[config.mk]
export PLATFORM = sky130hd
export DESIGN_NAME = tsv_fault_scan_flat
export DESIGN_NICKNAME = d
export VERILOG_FILES = /design/src/rtl/tsv_fault_scan_if.sv /design/src/rtl/tsv_fault_scan.sv /design/src/flat_wrapper.sv
export SDC_FILE = /design/constraint.sdc
export NUM_CORES = 1
export LEC_CHECK = 0
export ABC_AREA = 1
export CAP_MARGIN = 20
export CORE_ASPECT_RATIO = 0.6
export CORE_UTILIZATION = 46
export CTS_CLUSTER_SIZE = 30
export DETAILED_ROUTE_END_ITERATION = 16
export PLACE_DENSITY = 0.8
export SLEW_MARGIN = 20
export SYNTH_ARGS = -nofsm -noshare
export SYNTH_HDL_FRONTEND = slang
export SYNTH_SLANG_ARGS = --single-unit
[constraint.sdc]
create_clock -name clock -period 2.5 [get_ports clock]
set_clock_uncertainty 0.05 [all_clocks]
set_input_delay 0.5 -clock clock [delete_from_list [all_inputs] [get_ports clock]]
set_output_delay 0.5 -clock clock [all_outputs]
set_load 0.05 [all_outputs]
[src/rtl/tsv_fault_scan_if.sv]
// TSV self-test bundle: scan handshake, TSV mux control/pattern,
// loopback receive bits and the faulty-TSV flag result.
interface tsv_fault_scan_if #(
    parameter int NTSV = 5
);
    localparam int CW = $clog2(NTSV + 1);

    logic            start;
    logic            busy;
    logic            done;
    logic            tsv_drv_en;
    logic [NTSV-1:0] tsv_drv;
    logic [NTSV-1:0] tsv_rx;
    logic [NTSV-1:0] f_flag;
    logic [CW-1:0]   fault_cnt;
    logic            flag_valid;

    modport master (
        input  start,
        input  tsv_rx,
        output busy,
        output done,
        output tsv_drv_en,
        output tsv_drv,
        output f_flag,
        output fault_cnt,
        output flag_valid
    );

    modport slave (
        output start,
        output tsv_rx,
        input  busy,
        input  done,
        input  tsv_drv_en,
        input  tsv_drv,
        input  f_flag,
        input  fault_cnt,
        input  flag_valid
    );
endinterface

[src/rtl/tsv_fault_scan.sv]
// TSV built-in self-test: all-0, all-1 and walking-1 patterns, loopback
// compare, faulty-TSV flags. TSV_SCAN_STICKY_EN: flags accumulate until reset.
module tsv_fault_scan #(
    parameter int NTSV       = 5,
    parameter int SETTLE_CYC = 2
) (
    input  logic              clock,
    input  logic              reset,
    tsv_fault_scan_if.master  bus
);
    localparam int NPH = NTSV + 2;
    localparam int PW  = $clog2(NPH);
    localparam int CW  = $clog2(NTSV + 1);
    localparam int SW  = (SETTLE_CYC > 1) ? $clog2(SETTLE_CYC) : 1;

    typedef enum logic [1:0] {
        IDLE,
        DRIVE,
        SAMPLE,
        FINISH
    } state_t;

    state_t          state_q, state_d;
    logic [PW-1:0]   phase_q, phase_d;
    logic [SW-1:0]   settle_q, settle_d;
    logic [NTSV-1:0] acc_q, acc_d;

    logic            busy_d;
    logic            done_d;
    logic            en_d;
    logic [NTSV-1:0] drv_d;
    logic [NTSV-1:0] flag_d;
    logic [CW-1:0]   cnt_d;
    logic            valid_d;
    logic [NTSV-1:0] sample;
    logic [NTSV-1:0] merged;

    function automatic logic [NTSV-1:0] pattern(input logic [PW-1:0] p);
        logic [NTSV-1:0] one;
        logic [NTSV-1:0] pat;
        one = {{(NTSV-1){1'b0}}, 1'b1};
        unique case (1'b1)
            (p == '0):      pat = '0;
            (p == PW'(1)):  pat = '1;
            default:        pat = one << (p - PW'(2));
        endcase
        return pat;
    endfunction

    function automatic logic [CW-1:0] popcnt(input logic [NTSV-1:0] v);
        logic [CW-1:0] c;
        c = '0;
        for (int i = 0; i < NTSV; i++) begin
            c = c + CW'(v[i]);
        end
        return c;
    endfunction

    // Next-state and next-output decode for the scan sequencer
    always_comb begin
        state_d  = state_q;
        phase_d  = phase_q;
        settle_d = settle_q;
        acc_d    = acc_q;
        busy_d   = bus.busy;
        done_d   = 1'b0;
        en_d     = bus.tsv_drv_en;
        drv_d    = bus.tsv_drv;
        flag_d   = bus.f_flag;
        cnt_d    = bus.fault_cnt;
        valid_d  = bus.flag_valid;
        sample   = '0;
        merged   = '0;

        unique case (state_q)
            // The done cycle behaves as idle so scans can run back to back
            IDLE, FINISH: begin
                state_d = IDLE;
                if (bus.start) begin
                    state_d  = DRIVE;
                    phase_d  = '0;
                    settle_d = SW'(SETTLE_CYC - 1);
                    acc_d    = '0;
                    busy_d   = 1'b1;
                    en_d     = 1'b1;
                    drv_d    = pattern('0);
                end
            end
            DRIVE: begin
                if (settle_q == '0) begin
                    state_d = SAMPLE;
                end else begin
                    settle_d = settle_q - SW'(1);
                end
            end
            SAMPLE: begin
                sample = acc_q | (bus.tsv_rx ^ bus.tsv_drv);
                acc_d  = sample;
                if (phase_q == PW'(NPH - 1)) begin
`ifdef TSV_SCAN_STICKY_EN
                    merged = bus.f_flag | sample;
`else
                    merged = sample;
`endif
                    state_d = FINISH;
                    flag_d  = merged;
                    cnt_d   = popcnt(merged);
                    valid_d = 1'b1;
                    done_d  = 1'b1;
                    busy_d  = 1'b0;
                    en_d    = 1'b0;
                    drv_d   = '0;
                end else begin
                    state_d  = DRIVE;
                    phase_d  = phase_q + PW'(1);
                    settle_d = SW'(SETTLE_CYC - 1);
                    drv_d    = pattern(phase_q + PW'(1));
                end
            end
            default: begin
                state_d = IDLE;
            end
        endcase
    end

    // State, accumulator and registered outputs; reset discards a partial scan
    always_ff @(posedge clock) begin
        if (reset) begin
            state_q        <= IDLE;
            phase_q        <= '0;
            settle_q       <= '0;
            acc_q          <= '0;
            bus.busy       <= 1'b0;
            bus.done       <= 1'b0;
            bus.tsv_drv_en <= 1'b0;
            bus.tsv_drv    <= '0;
            bus.f_flag     <= '0;
            bus.fault_cnt  <= '0;
            bus.flag_valid <= 1'b0;
        end else begin
            state_q        <= state_d;
            phase_q        <= phase_d;
            settle_q       <= settle_d;
            acc_q          <= acc_d;
            bus.busy       <= busy_d;
            bus.done       <= done_d;
            bus.tsv_drv_en <= en_d;
            bus.tsv_drv    <= drv_d;
            bus.f_flag     <= flag_d;
            bus.fault_cnt  <= cnt_d;
            bus.flag_valid <= valid_d;
        end
    end
endmodule

[src/flat_wrapper.sv]
// flat-port wrapper written by rule: the top's interface ports become plain ports
module tsv_fault_scan_flat 
#(
    parameter int NTSV       = 5,
    parameter int SETTLE_CYC = 2
)
  (clock, reset, bus_start, bus_tsv_rx, bus_busy, bus_done, bus_tsv_drv_en, bus_tsv_drv, bus_f_flag, bus_fault_cnt, bus_flag_valid);
  tsv_fault_scan_if #(.NTSV(NTSV)) bus_i ();
  input  logic clock;
  input  logic reset;
  input wire logic [$bits(bus_i.start)-1:0] bus_start;
  input wire logic [$bits(bus_i.tsv_rx)-1:0] bus_tsv_rx;
  output wire logic [$bits(bus_i.busy)-1:0] bus_busy;
  output wire logic [$bits(bus_i.done)-1:0] bus_done;
  output wire logic [$bits(bus_i.tsv_drv_en)-1:0] bus_tsv_drv_en;
  output wire logic [$bits(bus_i.tsv_drv)-1:0] bus_tsv_drv;
  output wire logic [$bits(bus_i.f_flag)-1:0] bus_f_flag;
  output wire logic [$bits(bus_i.fault_cnt)-1:0] bus_fault_cnt;
  output wire logic [$bits(bus_i.flag_valid)-1:0] bus_flag_valid;
  assign bus_i.start = bus_start;
  assign bus_i.tsv_rx = bus_tsv_rx;
  assign bus_busy = bus_i.busy;
  assign bus_done = bus_i.done;
  assign bus_tsv_drv_en = bus_i.tsv_drv_en;
  assign bus_tsv_drv = bus_i.tsv_drv;
  assign bus_f_flag = bus_i.f_flag;
  assign bus_fault_cnt = bus_i.fault_cnt;
  assign bus_flag_valid = bus_i.flag_valid;
  tsv_fault_scan #(.NTSV(NTSV), .SETTLE_CYC(SETTLE_CYC)) u_core (.clock(clock), .reset(reset), .bus(bus_i));
endmodule
==> results of run 1 <==
-- metal layers --
| metal | track usage, % | vias to the layer above | wire length (µm) | part of all wire (%) |
|---|---|---|---|---|
| li1 | - | 633 | - | - |
| met1 | 27.8 | 581 | 1560 | 48 |
| met2 | 34.0 | 41 | 1420 | 43 |
| met3 | 6.83 | 11 | 192 | 5.9 |
| met4 | 9.02 | 0 | 104 | 3.2 |
| met5 | 0 | - | 0 | 0 |
-- registers in the layout (all words and copies together), names as in the netlist, 2 cells and up --
name and flops:
u_core.acc_q 5, u_core.bus.f_flag 5, u_core.bus.tsv_drv 5, u_core.state_q 2, u_core.bus.fault_cnt 3, u_core.phase_q 3
-- how the worst min path moves through the flow --
stage	from	endpoint	slack, ns	depth (start not counted)
2_1_floorplan	u_core.acc_q[3]	u_core.acc_q[3]	0.39	2
3_3_place_gp	u_core.bus.flag_valid	u_core.bus.flag_valid	0.40	1
3_5_place_dp	u_core.bus.flag_valid	u_core.bus.flag_valid	0.40	1
4_1_cts	u_core.bus.fault_cnt[0]	u_core.bus.fault_cnt[0]	0.42	2
5_1_grt	u_core.acc_q[3]	u_core.acc_q[3]	0.44	2
6_report	u_core.bus.fault_cnt[0]	u_core.bus.fault_cnt[0]	0.42	2
-- through the flow --
step,power [mW],hold slack (ns)
after CTS,0.862,0.422
after detailed placement,0.617,0.405
after floorplan,0.570,0.393
final,0.870,0.420
after global placement,0.614,0.396
after global routing,0.918,0.438
-- cell type report --
class | count | area, µm² | share of cell area (%)
multi-input cells | 119 | 742 | 41.6
flip-flops and latches | 27 | 548 | 30.7
repair buffers | 34 | 310 | 17.4
inverters | 24 | 90.1 | 5.05
well taps | 40 | 50.0 | 2.80
clock buffers | 4 | 45.0 | 2.52
-- power by group --
part           leakage, nW  internal, mW  switching, mW
Clock               0.0228         0.114          0.133
Combinational        0.469        0.0684          0.106
Sequential           0.220         0.439         0.0101
-- cells by family after synthesis --
kind of cell	Yosys count	synth area share, %
AO/OA/AOI/OAI	43	18.7
adder cells (fa/ha/maj)	12	12.1
flip-flops	27	39.5
XOR/XNOR	2	1.28
buffers and inverters	29	9.14
AND/OR/NAND/NOR	62	19.3
-- worst max-delay path: cells and delay by family --
family                   cells  cell delay [ns]
AO/OA/AOI/OAI                1             0.13
adder cells (fa/ha/maj)      4             1.39
buffers and inverters        4             0.36
AND/OR/NAND/NOR              3             0.32
-- layout by cell type, fill, tap and decap left out, types with 2 or more instances in the layout --
master and n:
sky130_fd_sc_hd__nand2_1 38, sky130_fd_sc_hd__dfxtp_1 25, sky130_fd_sc_hd__clkdlybuf4s50_1 22, sky130_fd_sc_hd__a21oi_1 20, sky130_fd_sc_hd__inv_1 18, sky130_fd_sc_hd__o21ai_0 12
sky130_fd_sc_hd__buf_4 10, sky130_fd_sc_hd__nor2_1 9, sky130_fd_sc_hd__ha_1 8, sky130_fd_sc_hd__inv_2 6, sky130_fd_sc_hd__nand3_1 6, sky130_fd_sc_hd__nand2_2 6
sky130_fd_sc_hd__a21oi_2 3, sky130_fd_sc_hd__a211oi_2 3, sky130_fd_sc_hd__clkbuf_8 3, sky130_fd_sc_hd__nor3_2 2, sky130_fd_sc_hd__xor2_1 2, sky130_fd_sc_hd__o21a_1 2
sky130_fd_sc_hd__fa_1 2, sky130_fd_sc_hd__ha_4 2, sky130_fd_sc_hd__dfxtp_4 2
-- what timing repair did --
item                                    CTS  global route
endpoints found under the hold margin     0             0
pin swaps                                 6             3
resized for setup                        10             4
buffers inserted                          2             2
endpoints found under the setup margin    2             2
==> results.ini, run 1 <==
[setup_path]
worst_setup_path_start_kind=input port
cp_max_fo=2
setup.worst_path.end=u_core.bus.fault_cnt[1]
ff2ff_path_depth=12
required_ns=2.66
timing.critical_path.slowest_cell_delay_ns=0.50
worstReg2RegStart=u_core.bus.tsv_drv[0]
rr_endpoint=u_core.bus.fault_cnt[1]
path_cells=clkdlybuf4s15_1, nor2_1, nor3_2, inv_1, ha_4, inv_2, fa_1, inv_2, ha_4, fa_1, nand2_1, a21oi_2
setup.worst_path.end_class=register
crit_type=in -> reg
critical_path.slowest_cell=sky130_fd_sc_hd__fa_1
worst-endpoint-arrival_ns=2.70
ff2ff_setup_slack_ns=-0.02
worstSetupStartpoint=bus_tsv_rx[0]

[detailed_routing]
routed_via_density=5.10
ant_nets=0
wl_per_cell_um=13.2
drtPass1Iterations=4
drtIter0Drc=55
routed_wire_length_um=3270
route.vias.total=1266
drc_violation_count_after_routing=0

[clock_network]
cts_root_buf=sky130_fd_sc_hd__clkbuf_8
numClockSinks=27
cts_hold_repair.buffers=0
worstSkewPairLatency_ns=0.27
clock_tree_from_tritoncts=done
cts_htree_levels=1
clk_transition_reported_paths_ns=0.09
max-clock-path-buffers=2
tritoncts.num_buffers=3

[floorplan]
die_w_um=72.4
die_area_um2=3210
initial_utilization_pct=51.4
num_io_pins=25
fp.coreArea_um2=2660
vertical_extent_of_the_die_um=44.3
std_cell_rows=14

[status]
status=finished, violations left
failed_checks=setup timing

[place]
place_ws_ns=-0.672
placed_cells_incl_taps=240
dp_hpwl_um=2400
globalplace.congestion=0.815
place_area_um2=1690
io_buffers=24

[yosys]
syn-num-nets=195
post_synth_main_area_contributors=sky130_fd_sc_hd__dfxtp_1, sky130_fd_sc_hd__nand2_1, sky130_fd_sc_hd__ha_1
ys_top_cells_by_count=sky130_fd_sc_hd__nand2_1, sky130_fd_sc_hd__dfxtp_1, sky130_fd_sc_hd__inv_1, sky130_fd_sc_hd__a21oi_1, sky130_fd_sc_hd__o21ai_0
synth-seq-area-share_pct=39.5
edff_count_synth=0
netlist_area_um2=1370
yosysUniqueCellTypes=24
ys.flop_type=sky130_fd_sc_hd__dfxtp_1
yosys.area.top_type_share_pct=39.5
most_frequent_cell_after_synthesis=sky130_fd_sc_hd__nand2_1
yosys.area.top_type=sky130_fd_sc_hd__dfxtp_1
fraction_of_registers_with_async_set_reset_pct=0
postSynthAreaPerCell_um2=7.82
ys_warn_count=0
netlist_instances=175
number_of_register_bits_inferred_by_synthesis=27

[global_route]
first_pass_grt_wire_length_um=5140
first_global_vias=1185
grt_start_max_net_pins=18
grt_usage_pct=21.6
antenna_found_initial=0
grt-ovfl-total=0

[pwr]
leakagePower_nw=0.712
ir_drop_mv=0.282
power_density_over_cell_area_nw_per_um2=487

[timing]
grt_setup_unrepaired=yes
fmaxAchievable_mhz=394
post-route-period-util_pct=102
fin_setup_tns_ns=-0.0398
finalHoldViolCount=0
slew_headroom_pct=64.2
setup_viol=1
layout_setup_ws_ns=-0.0398
worstMarginPinSlew_ns=0.531
timing_max_transition_violations_final=0
min_period_ns=2.54

[finish]
num_antenna_cells=0
finish.instance_area_um2=1790
n_fill_cell=218
fin_nets=229
fin_cells=248
post_route_cells_drive_above_1_share_pct=18.8
flow.area_growth_from_synthesis_pct=30.4
postLayoutCoreUtil_pct=67.1

[flow_run]
drv.max_cap_violation_count=0

[worst_hold_path]
worst_hold_path_type=reg -> reg

(Power assumes the default switching activity.)
==> run 2: changes to the inputs <==
--- a/config.mk
+++ b/config.mk
@@ -8,10 +8,9 @@
 export ABC_AREA = 1
 export CAP_MARGIN = 20
 export CORE_ASPECT_RATIO = 0.6
-export CORE_UTILIZATION = 46
-export CTS_CLUSTER_SIZE = 30
+export CORE_UTILIZATION = 55
 export DETAILED_ROUTE_END_ITERATION = 16
-export PLACE_DENSITY = 0.8
+export PLACE_DENSITY = 0.89
 export SLEW_MARGIN = 20
 export SYNTH_ARGS = -nofsm -noshare
 export SYNTH_HDL_FRONTEND = slang
==> constraint.sdc (replaced) <==
create_clock -name clock -period 3.07 [get_ports clock]
set_clock_uncertainty 0.05 [all_clocks]
set_input_delay 0.614 -clock clock [delete_from_list [all_inputs] [get_ports clock]]
set_output_delay 0.614 -clock clock [all_outputs]
set_load 0.05 [all_outputs]
==> run 2 against run 1 <==
  * Via count decreased by 4.8%
  * Wire length fell by 6.2%
  * Register-to-register slack gained 0.37 ns
  * The flow now finishes without violations
  * Flip-flop and latch count unchanged
  * Global-route usage rose by 3.2 points
  * Core utilization increased by 8.7 points
  * Die area is 16% lower
==> results.ini, run 2 (synthesis gave the netlist of run 1 again) <==
[status]
status=finished, final reports clean

[worst_hold_path]
hold-path-endpoint=u_core.bus.flag_valid
whs_path_depth=1  ; -1
hold_path_startpoint=u_core.bus.flag_valid
worst_hold_path_type=reg -> reg

[clock_network]
clk_transition_reported_paths_ns=0.08  ; about the same
worstSkewPairLatency_ns=0.27  ; about the same
cts_htree_levels=1  ; unchanged
clock_tree_from_tritoncts=done
numClockSinks=27  ; unchanged
cts_root_buf=sky130_fd_sc_hd__clkbuf_8
tritoncts.num_buffers=3  ; unchanged
max-clock-path-buffers=2  ; unchanged

[finish]
mostFrequentLayoutCells=sky130_fd_sc_hd__nand2_1, sky130_fd_sc_hd__dfxtp_1, sky130_fd_sc_hd__inv_1, sky130_fd_sc_hd__clkdlybuf4s50_1, sky130_fd_sc_hd__a21oi_1
post_route_cells_drive_above_1_share_pct=12.3  ; -6.4 points
num_antenna_cells=0  ; unchanged
top_regs=u_core.acc_q (5), u_core.bus.f_flag (5), u_core.bus.tsv_drv (5)
n_fill_cell=158  ; -28%
mostFrequentLayoutCell=sky130_fd_sc_hd__nand2_1
multi_input_area_um2=717  ; -3.4%
layout.area.seq_um2=541  ; -1.4%
flow.area_growth_from_synthesis_pct=25.1
fin_cells=233  ; -6.0%
fin_nets=224  ; -2.2%

[pwr]
ir_drop_mv=0.295  ; +4.8%
power_density_over_cell_area_nw_per_um2=407  ; -16%
leakagePower_nw=0.699  ; -1.8%

[place]
dp_hpwl_um=2290  ; -4.3%
io_buffers=24  ; unchanged
place_ws_ns=-0.307  ; +0.365 ns
placed_cells_incl_taps=228  ; -5.0%
globalplace.congestion=0.829  ; +1.7%

[flow_run]
drv.max_cap_violation_count=0  ; unchanged

[detailed_routing]
routed_wire_length_um=3070  ; -6.2%
ant_nets=0  ; unchanged
drc_violation_count_after_routing=0  ; unchanged
drtIter0Drc=74  ; +35%
drtPass1Iterations=4  ; unchanged
route.vias.total=1205  ; -4.8%
wl_per_cell_um=13.2  ; -0.14%
routed_via_density=5.17  ; +1.3%

[setup_path]
ff2ff_path_depth=13  ; +1
rr_endpoint=u_core.bus.fault_cnt[1]
worst_setup_path_start_kind=input port
crit_type=in -> reg
worstReg2RegStart=u_core.bus.tsv_drv[0]
setup.worst_path.end_class=register
required_ns=3.23  ; +0.57 ns
ff2ff_setup_slack_ns=0.35  ; +0.37 ns
worst-endpoint-arrival_ns=2.92  ; +0.22 ns
cp_max_fo=2  ; unchanged

[timing]
post-route-period-util_pct=90.0
worstMarginPinSlew_ns=0.515  ; -0.0161 ns
grt_setup_unrepaired=no
layout_setup_ws_ns=0.308  ; +0.348 ns
worst_hold_slack_ns=0.422  ; +0.00217 ns
min_period_ns=2.76
fmaxAchievable_mhz=362
finalHoldViolCount=0  ; unchanged
timing_max_transition_violations_final=0  ; unchanged
setup_viol=0  ; -1
slew_headroom_pct=65.6  ; +1.3 points

[global_route]
grt_start_max_net_pins=18  ; unchanged
top_usage_layer=met2
grt_util_met3_pct=5.83  ; -1.0 points
met2_capacity_usage_during_global_routing_pct=44.6  ; +11 points
grt-ovfl-total=0  ; unchanged
grt_usage_pct=24.8  ; +3.2 points
gr-usage-met1_pct=31.5  ; +3.7 points
first_global_vias=1074  ; -9.4%
antenna_found_initial=0  ; unchanged
first_pass_grt_wire_length_um=4700  ; -8.6%

[floorplan]
std_cell_rows=13  ; -1
initial_utilization_pct=60.5  ; +9.1 points
vertical_extent_of_the_die_um=40.6  ; -8.2%
die_w_um=66.4  ; -8.3%
num_io_pins=25  ; unchanged
die_area_um2=2700  ; -16%
fp.coreArea_um2=2260  ; -15%

run 2: routing by layer:
metal / wire length [µm] / share of wire [%]
met1: 1440 / 47
met4: 24 / 0.78
met2: 1440 / 47
met5: 0 / 0
met3: 157 / 5.1
run 2: worst max-delay path by stage:
stage	startpoint	endpoint	slack, ns	depth (start not counted)
floorplan	u_core.bus.tsv_drv[1]	u_core.bus.fault_cnt[1]	0.16	13
global placement	bus_tsv_rx[1]	u_core.bus.fault_cnt[1]	-0.19	12
detailed placement	bus_tsv_rx[0]	u_core.bus.fault_cnt[1]	-0.31	12
CTS	bus_tsv_rx[0]	u_core.bus.fault_cnt[1]	0.04	12
global route	bus_tsv_rx[0]	u_core.bus.fault_cnt[1]	0.20	13
finish	bus_tsv_rx[1]	u_core.bus.fault_cnt[1]	0.31	13
run 2: where the power goes:
group	switching (mW)	internal, mW	total, mW
Combinational	0.0824	0.0493	0.132
Clock	0.105	0.0930	0.198
Sequential	0.00858	0.359	0.367
run 2: repair_timing:
item | CTS | global route
buffers inserted | 0 | 1
gates resized for setup | 2 | 3
setup endpoints to repair | 1 | 1
pin swaps | 0 | 4
hold buffers | 0 | 0
run 2: cell type report:
type / count / share of cell area, %
clock buffers: 4 / 2.63
inverters: 24 / 5.26
multi-input cells: 119 / 41.9
flip-flops and latches: 27 / 31.6
well taps: 30 / 2.19
repair buffers: 29 / 16.5
run 2: stage by stage:
step	power (mW)	utilization, %	instance area (µm²)	TNS [ns]
detailed placement	0.503	72.6	1640	-0.478
global route	0.734	75.8	1710	0
CTS	0.700	75.0	1700	0
floorplan	0.465	-	1370	0
finish	0.697	75.8	1710	0
global placement	0.496	72.6	1640	-0.289
run 2: worst max-delay path, stage by stage:
cell and delay [ns]:
sky130_fd_sc_hd__dlymetal6s2s_1 0.13, sky130_fd_sc_hd__nand2_1 0.07, sky130_fd_sc_hd__inv_1 0.04, sky130_fd_sc_hd__nor3_2 0.20, sky130_fd_sc_hd__inv_1 0.08, sky130_fd_sc_hd__ha_1 0.28
sky130_fd_sc_hd__inv_1 0.06, sky130_fd_sc_hd__fa_1 0.50, sky130_fd_sc_hd__inv_1 0.05, sky130_fd_sc_hd__ha_1 0.19, sky130_fd_sc_hd__fa_1 0.48, sky130_fd_sc_hd__nand2_1 0.07
sky130_fd_sc_hd__a21oi_2 0.14
==> run 3: changes to the inputs <==
--- a/config.mk
+++ b/config.mk
@@ -8,9 +8,10 @@
 export ABC_AREA = 1
 export CAP_MARGIN = 20
 export CORE_ASPECT_RATIO = 0.6
-export CORE_UTILIZATION = 55
+export CORE_UTILIZATION = 51
 export DETAILED_ROUTE_END_ITERATION = 16
-export PLACE_DENSITY = 0.89
+export PLACE_DENSITY = 0.84
+export RECOVER_POWER = 25
 export SLEW_MARGIN = 20
 export SYNTH_ARGS = -nofsm -noshare
 export SYNTH_HDL_FRONTEND = slang
==> constraint.sdc (replaced) <==
create_clock -name clock -period 2.65 [get_ports clock]
set_clock_uncertainty 0.05 [all_clocks]
set_input_delay 0.53 -clock clock [delete_from_list [all_inputs] [get_ports clock]]
set_output_delay 0.53 -clock clock [all_outputs]
set_load 0.05 [all_outputs]
==> run 3 against run 2 <==
  * Combinational power rose by 17%
  * Cell count rose by 1.3%
  * Register-to-register slack got worse by 0.25 ns
  * Final area rose by 1.5%
  * Clock power rose by 17%
  * Critical endpoint unchanged
  * Critical path depth fell by 1
  * Core utilization fell by 6.9 points
  * Sequential power rose by 15%
==> results.ini, run 3 (synthesis gave the netlist of run 1 again) <==
[floorplan]
die_area_um2=2900  ; +7.5%
num_io_pins=25  ; unchanged
fp.coreArea_um2=2520  ; +12%
std_cell_rows=14  ; +1
initial_utilization_pct=54.3  ; -6.3 points
die_w_um=68.9  ; +3.7%
vertical_extent_of_the_die_um=42.1  ; +3.7%

[clock_network]
cts_root_buf=sky130_fd_sc_hd__clkbuf_8
tritoncts.num_buffers=3  ; unchanged
max-clock-path-buffers=2  ; unchanged
cts_hold_repair.buffers=0  ; unchanged
worstSkewPairLatency_ns=0.27  ; about the same
clock_tree_from_tritoncts=done
numClockSinks=27  ; unchanged
cts_htree_levels=1  ; unchanged
clk_transition_reported_paths_ns=0.09  ; about the same

[flow_run]
drv.max_cap_violation_count=0  ; unchanged

[finish]
flow.area_growth_from_synthesis_pct=27.0
n_fill_cell=207  ; +31%
mostFrequentLayoutCell=sky130_fd_sc_hd__nand2_1
layout.area.seq_um2=548  ; +1.4%
num_antenna_cells=0  ; unchanged
mostFrequentLayoutCells=sky130_fd_sc_hd__nand2_1, sky130_fd_sc_hd__dfxtp_1, sky130_fd_sc_hd__clkdlybuf4s50_1
top_regs=u_core.acc_q (5), u_core.bus.f_flag (5), u_core.bus.tsv_drv (5)
finish.instance_area_um2=1740  ; +1.5%
fin_nets=225  ; +0.45%
post_route_cells_drive_above_1_share_pct=17.6  ; +5.3 points
multi_input_area_um2=736  ; +2.6%

[setup_path]
ff2ff_setup_slack_ns=0.10  ; -0.25 ns
setup.worst_path.end=u_core.bus.fault_cnt[1]
worstReg2RegStart=u_core.bus.tsv_drv[0]
required_ns=2.82  ; -0.41 ns
setup.worst_path.end_class=register
worst_setup_path_start_kind=register
cp_max_fo=3  ; +1
worstSetupStartpoint=u_core.bus.tsv_drv[0]
crit_type=reg -> reg
rr_endpoint=u_core.bus.fault_cnt[1]
worst-endpoint-arrival_ns=2.71  ; -0.21 ns
ff2ff_path_depth=12  ; -1

[timing]
timing_max_transition_violations_final=0  ; unchanged
layout_setup_ws_ns=0.104  ; -0.204 ns
finalHoldViolCount=0  ; unchanged
post-route-period-util_pct=96.1
worstMarginPinSlew_ns=0.502  ; -0.0123 ns
fmaxAchievable_mhz=393
slew_headroom_pct=66.4  ; +0.82 points
min_period_ns=2.55
setup_viol=0  ; unchanged

[worst_hold_path]
worst_hold_path_type=reg -> reg

[global_route]
grt_start_max_net_pins=18  ; unchanged
grt_usage_pct=23.7  ; -1.1 points
first_global_vias=1142  ; +6.3%
first_pass_grt_wire_length_um=5070  ; +7.9%
antenna_found_initial=0  ; unchanged
grt-ovfl-total=0  ; unchanged

[place]
place_ws_ns=-0.523  ; -0.216 ns
dp_hpwl_um=2280  ; -0.71%
place_area_um2=1670  ; +1.8%
io_buffers=24  ; unchanged
globalplace.congestion=0.812  ; -2.1%

[status]
status=finished, final reports clean

[detailed_routing]
routed_wire_length_um=3040  ; -0.94%
drtPass1Iterations=4  ; unchanged
ant_nets=0  ; unchanged
drc_violation_count_after_routing=0  ; unchanged
routed_via_density=5.18  ; +0.12%
drtIter0Drc=40  ; -46%
route.vias.total=1222  ; +1.4%
wl_per_cell_um=12.9  ; -2.2%

[pwr]
power_density_over_cell_area_nw_per_um2=465  ; +14%
leakagePower_nw=0.699  ; about the same
ir_drop_mv=0.345  ; +17%

## run 3: cell types whose count changed in the layout (fill, tap and decap cells not counted), sizes merged
cell           change
buf                +1
clkbuf             +1
clkdlybuf4s50      -1
clkinv             +1
dlymetal6s2s       -1
## run 3: worst min path at each step
stage | startpoint | end | cells after the start
2_1_floorplan | u_core.acc_q[3] | u_core.acc_q[3] | 2
5_1_grt | u_core.acc_q[3] | u_core.acc_q[3] | 2
6_report | u_core.bus.fault_cnt[0] | u_core.bus.fault_cnt[0] | 2
4_1_cts | u_core.bus.fault_cnt[1] | u_core.bus.fault_cnt[1] | 2
3_5_place_dp | u_core.bus.flag_valid | u_core.bus.flag_valid | 1
3_3_place_gp | u_core.bus.flag_valid | u_core.bus.flag_valid | 1
## run 3: metal layers
| metal | global-route usage [%] | up-vias | wire [µm] |
|---|---|---|---|
| met5 | 0 | - | 0 |
| met4 | 3.67 | 0 | 10 |
| met3 | 6.79 | 2 | 154 |
| met2 | 38.1 | 36 | 1440 |
| met1 | 31.9 | 566 | 1430 |
| li1 | - | 618 | - |
## run 3: report_power, final
part | switching, mW | total (mW) | internal (mW)
combinational | 0.0954 | 0.155 | 0.0592
sequential | 0.00950 | 0.423 | 0.414
clock | 0.125 | 0.231 | 0.105
total | 0.230 | 0.809 | 0.578
## run 3: what timing repair did
item	4_1_cts	5_1_grt
pin swaps	7	9
gates resized for setup	7	10
buffers inserted	0	0
gates cloned	0	0
endpoints found under the setup margin	2	1
## run 3: stage by stage
step	cells	hold slack, ns	total power [mW]	util (%)	setup TNS [ns]
floorplan	175	0.393	0.537	-	0
global placement	232	0.398	0.577	66.3	-0.943
detailed placement	232	0.410	0.581	66.3	-1.06
CTS	236	0.426	0.811	68.6	0
global route	236	0.448	0.850	68.9	-0.0192
finish	236	0.429	0.809	68.9	0
## run 3: cell type report
cell class / count / area share [%]
clock buffer: 3 / 2.38
sequential: 27 / 31.5
tap: 32 / 2.30
multi-input combinational: 119 / 42.3
clock inverter: 1 / 0.288
timing repair buffer: 30 / 16.0
inverter: 24 / 5.18
## run 3: critical path, cell delays in order, from the launching register on
cell and delay [ns]:
sky130_fd_sc_hd__dfxtp_4 0.36, sky130_fd_sc_hd__inv_1 0.07, sky130_fd_sc_hd__nor2_1 0.05, sky130_fd_sc_hd__nor3_2 0.18, sky130_fd_sc_hd__inv_1 0.10, sky130_fd_sc_hd__ha_4 0.27
sky130_fd_sc_hd__inv_2 0.03, sky130_fd_sc_hd__fa_1 0.50, sky130_fd_sc_hd__inv_1 0.04, sky130_fd_sc_hd__ha_2 0.16, sky130_fd_sc_hd__fa_1 0.48, sky130_fd_sc_hd__nand2_1 0.07
sky130_fd_sc_hd__a21oi_2 0.13
